[config.mk]
export PLATFORM = sky130hd
export DESIGN_NAME = rom_access_arbiter
export DESIGN_NICKNAME = d
export VERILOG_FILES = /design/src/rtl/rom_access_arbiter.sv
export SDC_FILE = /design/constraint.sdc
export NUM_CORES = 1
export LEC_CHECK = 0
export CELL_PAD_IN_SITES_DETAIL_PLACEMENT = 1
export CELL_PAD_IN_SITES_GLOBAL_PLACEMENT = 2
export CORE_AREA = 3 3 138 140
export CTS_CLUSTER_DIAMETER = 100
export DETAILED_ROUTE_END_ITERATION = 8
export DIE_AREA = 0 0 141 143
export PLACE_DENSITY = 0.89
export RECOVER_POWER = 100
export SLEW_MARGIN = 20
export SYNTH_ARGS = -nofsm -noshare
export SYNTH_HDL_FRONTEND = slang
export SYNTH_SLANG_ARGS = --single-unit
[constraint.sdc]
create_clock -name clock -period 2.4 [get_ports clock]
set_input_delay 0.48 -clock clock [delete_from_list [all_inputs] [get_ports clock]]
set_output_delay 0.48 -clock clock [all_outputs]
set_load 0.005 [all_outputs]
[src/rtl/rom_access_arbiter.sv]
// rom_access_arbiter: shares one async ROM between IF and LD ports with bounded IF starvation
module rom_access_arbiter #(
    parameter int WIDTH    = 32,
    parameter int DEPTH    = 2048,
    parameter int MAX_WAIT = 4
) (
    input  logic             clock,
    input  logic             reset,
    input  logic             if_req,
    input  logic [WIDTH-1:0] if_addr,
    output logic             if_gnt,
    output logic             if_rvalid,
    output logic [WIDTH-1:0] if_rdata,
    output logic             if_err,
    input  logic             ld_req,
    input  logic [WIDTH-1:0] ld_addr,
    output logic             ld_gnt,
    output logic             ld_rvalid,
    output logic [WIDTH-1:0] ld_rdata,
    output logic             ld_err,
    output logic [WIDTH-1:0] rom_address,
    input  logic [WIDTH-1:0] rom_rdata
);
    localparam int SW = $clog2(MAX_WAIT + 1);
    localparam logic [SW-1:0] MAX_W = SW'(MAX_WAIT);
    localparam logic [WIDTH-1:0] DEPTH_W = WIDTH'(DEPTH);

    logic [SW-1:0]    starve;
    logic [SW-1:0]    starve_next;
    logic             bad;
    logic [WIDTH-1:0] data;

    // LD wins by default; IF wins alone or once it has been denied MAX_WAIT times in a row
    always_comb begin
        if_gnt      = if_req & (~ld_req | (starve == MAX_W));
        ld_gnt      = ld_req & ~if_gnt;
        rom_address = if_gnt ? if_addr : ld_gnt ? ld_addr : '0;
        bad         = (|rom_address[1:0]) | ({2'b00, rom_address[WIDTH-1:2]} >= DEPTH_W);
        data        = bad ? '0 : rom_rdata;
        starve_next = (~if_req | if_gnt) ? '0 : (starve == MAX_W) ? MAX_W : starve + 1'b1;
    end

    // starvation counter and one-cycle registered responses
    always_ff @(posedge clock) begin
        if (reset) begin
            starve    <= '0;
            if_rvalid <= 1'b0;
            if_err    <= 1'b0;
            if_rdata  <= '0;
            ld_rvalid <= 1'b0;
            ld_err    <= 1'b0;
            ld_rdata  <= '0;
        end else begin
            starve    <= starve_next;
            if_rvalid <= if_gnt;
            if_err    <= if_gnt & bad;
            ld_rvalid <= ld_gnt;
            ld_err    <= ld_gnt & bad;
            if (if_gnt) if_rdata <= data;
            if (ld_gnt) ld_rdata <= data;
        end
    end
endmodule

* Word-level counts from Yosys, hierarchy flattened
Index checks and enable logic that the tools add are counted.
Storage, ports and cells: bits in registers 71, output and inout bits 102, word-level logic and storage cells 28
Cells by class: add/sub/neg operators 1, magnitude comparators 1, equality and inequality tests 1, multiplexer cells 4, bitwise operators 10, reductions and logical operators 3
Operator list (number):
- two-way mux 32 bit | 3
- >= comparator 30 x 12 -> 1 bit, second input constant | 1
- bitwise AND 1 bit | 4
- OR reduction 2 bit | 2
- adder 3 x 1 -> 3 bit, second input constant | 1
- equality test 3 bit, second input constant | 1
- two-way mux 3 bit | 1
- NOT 1 bit | 3
- OR 1 bit | 3
- OR reduction 3 bit | 1

* Logic depth before layout (Yosys ltp)
depth after elaboration 10, gate-level depth with buffers 10, mapped depth without buffers 7

* Least setup slack after synthesis
OpenSTA, ideal clock, no wires.
kind register to output, start register starve[0], end output rom_address[13], arrival time 1.692 ns, data required time 1.920 ns, path slack 0.228 ns, cell stages (with the launch flop) 9, cells stage by stage dfxtp_1 inv_1 ha_1 nand3_1 nand2_1 inv_2 clkbuf_1 clkbuf_1 a22o_1
Between the ends: longest elaborated chain between the ends 7
RTL lines:
- start: declaration | RTL line 28 | logic [SW-1:0] starve;
- start signal: assignment | RTL line 54 | starve <= starve_next;
- equality test 3 bit | RTL line 35 | if_gnt = if_req & (~ld_req | (starve == MAX_W));
- OR 1 bit | RTL line 35
- bitwise AND 1 bit | RTL line 35
- NOT 1 bit | RTL line 36 | ld_gnt = ld_req & ~if_gnt;
- bitwise AND 1 bit | RTL line 36
- via ld_gnt | RTL line 17 | output logic ld_gnt,
- two-way mux 32 bit (2 in a row) | RTL line 37 | rom_address = if_gnt ? if_addr : ld_gnt ? ld_addr : '0;
- end: declaration | RTL line 21 | output logic [WIDTH-1:0] rom_address,
The timed path passes the listed nets, and every way through them passes these cells.

* Worst setup path in the final report
start register starve[0], end output if_gnt
Between the ends: longest elaborated chain between the ends 3
RTL lines:
- equality test 3 bit | RTL line 35
- OR 1 bit | RTL line 35
- bitwise AND 1 bit | RTL line 35
- end: declaration | RTL line 11 | output logic if_gnt,
Every way passes these cells.

==> results.tsv <==
stage	metric	value	unit
outcome	status	complete, but fails checks	
outcome	violations	capacitance limit, slew limit	
timing	setup_viol	0	
timing	max_freq	429	MHz
synthesis	synth-edff-count	0	
timing	tightest_slew	1.66	ns
timing	final_critical_path_setup_slack	0.0685	ns
global_route	antenna_found_initial	0	
synthesis	seq_area_frac_synth	36.0	%
drt	via_per_inst	4.80	
placed_design	dpl.hpwl	11.6	mm
setup_path	critical-path-slowest-cell	clkdlybuf4s50_1	
synthesis	yosysTopAreaCellShare	36.0	%
timing	min_period	2.33	ns
synthesis	synth.area.top_cells	dfxtp_1, o31ai_2, nand3b_1	
hold_path	min_path_type	flop to flop	
cells_and_area	nFillCells	2059	
cells_and_area	antennaDiodeCount	0	
placed_design	place_congestion	0.925	
clock_network	clock_tree.buffer_depth	2	
timing	hold_slack	0.496	ns
clock_network	numCtsBuffers	9	
synthesis	syn-num-nets	541	
setup_path	critical_path_required	1.92	ns
job	drv_cap	1	
drt	route.met2.wl	7.93	mm
synthesis	async_reset_ff_share	0	%
synthesis	yosysWarnings	0	
timing	maxSlewHeadroom	-11.0	%
clock_network	root_buffer	clkbuf_16	
drt	drtIter0Drc	103	
power	power_density	466	nW/um^2
setup_path	worstPathMaxFanout	13	
timing	final.period_utilization	97.1	%
synthesis	synth_area_leader_cell	dfxtp_1	
timing	final_max_slew_viol_count	100	
setup_path	crit_path_start_kind	flop	
global_route	grt_overflow	0	
setup_path	cpPeakStageDelay	0.44	ns
drt	wl_met1	7.18	mm
clock_network	cts.clk_slew.worst_paths	0.06	ns
synthesis	syn_area_per_cell	8.98	um^2
cells_and_area	mostFrequentLayoutCell	clkdlybuf4s50_1	
synthesis	synth_area	3940	um^2
global_route	track_usage	15.7	%
die	initial_core_util	22.0	%
power	power	3.10	mW
setup_path	ff2ff_setup_slack	0.18	ns
synthesis	synth_seq_cells	71	
placed_design	placed_cell_area	6330	um^2
cells_and_area	drive_above_1_share	23.9	%
placed_design	preCtsSetupSlack	-0.313	ns
timing	hold_violations	0	
clock_network	clk_latency	0.33	ns
power	leakagePower	2.71	nW
synthesis	synth_ff_type	dfxtp_1	
cells_and_area	final_cell_mix	clkdlybuf4s50_1, nand2_1, dfxtp_1, dlygate4sd3_1, nand3b_1	
timing	setup_tns	0	ns
drt	wl	16.3	mm
cells_and_area	final_nets	750	
drt	routedWlPerCell	18.5	um
timing	skew	0.00500	ns
power	peakVddDrop	0.000269	V
cells_and_area	area.growth.synth_to_final	68.9	%
setup_path	cp-end-kind	primary output	
global_route	grt_pass1_wl	25.2	mm
synthesis	synth_cell_types	28	
die	core	18000	um^2
synthesis	syn_inst	439	
die	fp.dieW	141	um
placed_design	portBuffers	201	
global_route	grt_pass1_vias	4523	
setup_path	critical_path_class	flop to primary output	
setup_path	cp_cell_sequence	inv_2, ha_4, a21boi_2, nand2b_4, inv_6, buf_12, clkdlybuf4s50_1	
clock_network	cts.sinks	71	
drt	dr_total_vias	4235	
die	rows	49	
die	io_pins	202	
drt	ant_nets	0	
drt	dr_wl_met3	1.02	mm
global_route	grt_max_degree	100	
die	die_area	20200	um^2
drt	highest_layer	met4	
setup_path	critPathArrivalTime	1.85	ns
clock_network	cts_tree	done	
die	die_h	143	um
cells_and_area	final_area	6660	um^2
drt	drc	0	
clock_network	htree_levels	3	
drt	drt-pass1-iter-count	6	
-- per-stage QoR --
step,util [%],instances
floorplan,-,439
global placement,35.2,852
detailed placement,35.2,852
CTS,37.1,875
global route,37.1,882
finish,37.1,882
-- where the power goes --
| group | internal [mW] | switching (mW) | leakage (nW) |
|---|---|---|---|
| Sequential | 1.20 | 0.00838 | 0.575 |
| Clock | 0.699 | 0.538 | 0.132 |
| Combinational | 0.349 | 0.313 | 2.01 |
| Total | 2.24 | 0.860 | 2.71 |
-- cell usage after synthesis, drive strengths merged, types with 4 or more instances --
cell type / instances
nand2: 88
dfxtp: 71
nand3b: 65
o31ai: 64
nor2b: 32
clkbuf: 28
a22o: 21
buf: 18
nand3: 14
nor2: 8
nor4: 8
inv: 6
a211oi: 4
-- final cells by class --
class	instances	area (um^2)	share of cell area, %
multi-input cells	316	2310	34.7
well taps	229	287	4.30
clock inverters	7	47.5	0.714
inverters	6	27.5	0.413
clock buffers	9	225	3.38
repair buffers	244	2340	35.1
flip-flops and latches	71	1420	21.4
-- cells by family (layout without fill, tap and decap cells) --
kind of cell	after synthesis	after routing	share of synthesized area [%]
multiplexers	1	1	0.254
adder cells (fa/ha/maj)	2	2	0.634
AO/OA/AOI/OAI	95	95	26.5
AND/OR/NAND/NOR	218	218	30.1
buffers and inverters	52	266	6.44
flip-flops	71	71	36.0
-- critical path, delay by kind of cell (launching register included) --
kind / cells / cell delay (ns)
buffers and inverters: 4 / 0.69
flip-flops: 1 / 0.34
AND/OR/NAND/NOR: 1 / 0.18
adder cells (fa/ha/maj): 1 / 0.16
AO/OA/AOI/OAI: 1 / 0.15
-- state kept, by name, indices dropped and copies added (netlist names) --
signal	count
ld_rvalid	1
starve	3
if_rvalid	1
ld_rdata	32
if_rdata	32
ld_err	1
if_err	1
-- metal layers --
| layer | track usage, % | vias up |
|---|---|---|
| li1 | - | 1989 |
| met1 | 19.6 | 2062 |
| met3 | 3.48 | 13 |
| met4 | 4.74 | 0 |
| met5 | 0 | - |
| met2 | 27.4 | 171 |
-- final timing paths --
path,cells past startpoint,from,to
min,2,if_rdata[31],if_rdata[31]
max reg2reg,12,starve[1],if_rdata[27]
max,7,starve[0],if_gnt
min reg2reg,2,if_rdata[31],if_rdata[31]
-- timing repair --
| action | 4_1_cts | 5_1_grt |
|---|---|---|
| pin swaps | 2 | 9 |
| hold buffers | 0 | 0 |
| hold endpoints to repair | 0 | 0 |
| setup buffers | 6 | 7 |
| gates resized for setup | 90 | 23 |
| setup endpoints to repair | 34 | 26 |
| gates cloned | 1 | 1 |
(Power assumes the default switching activity.)
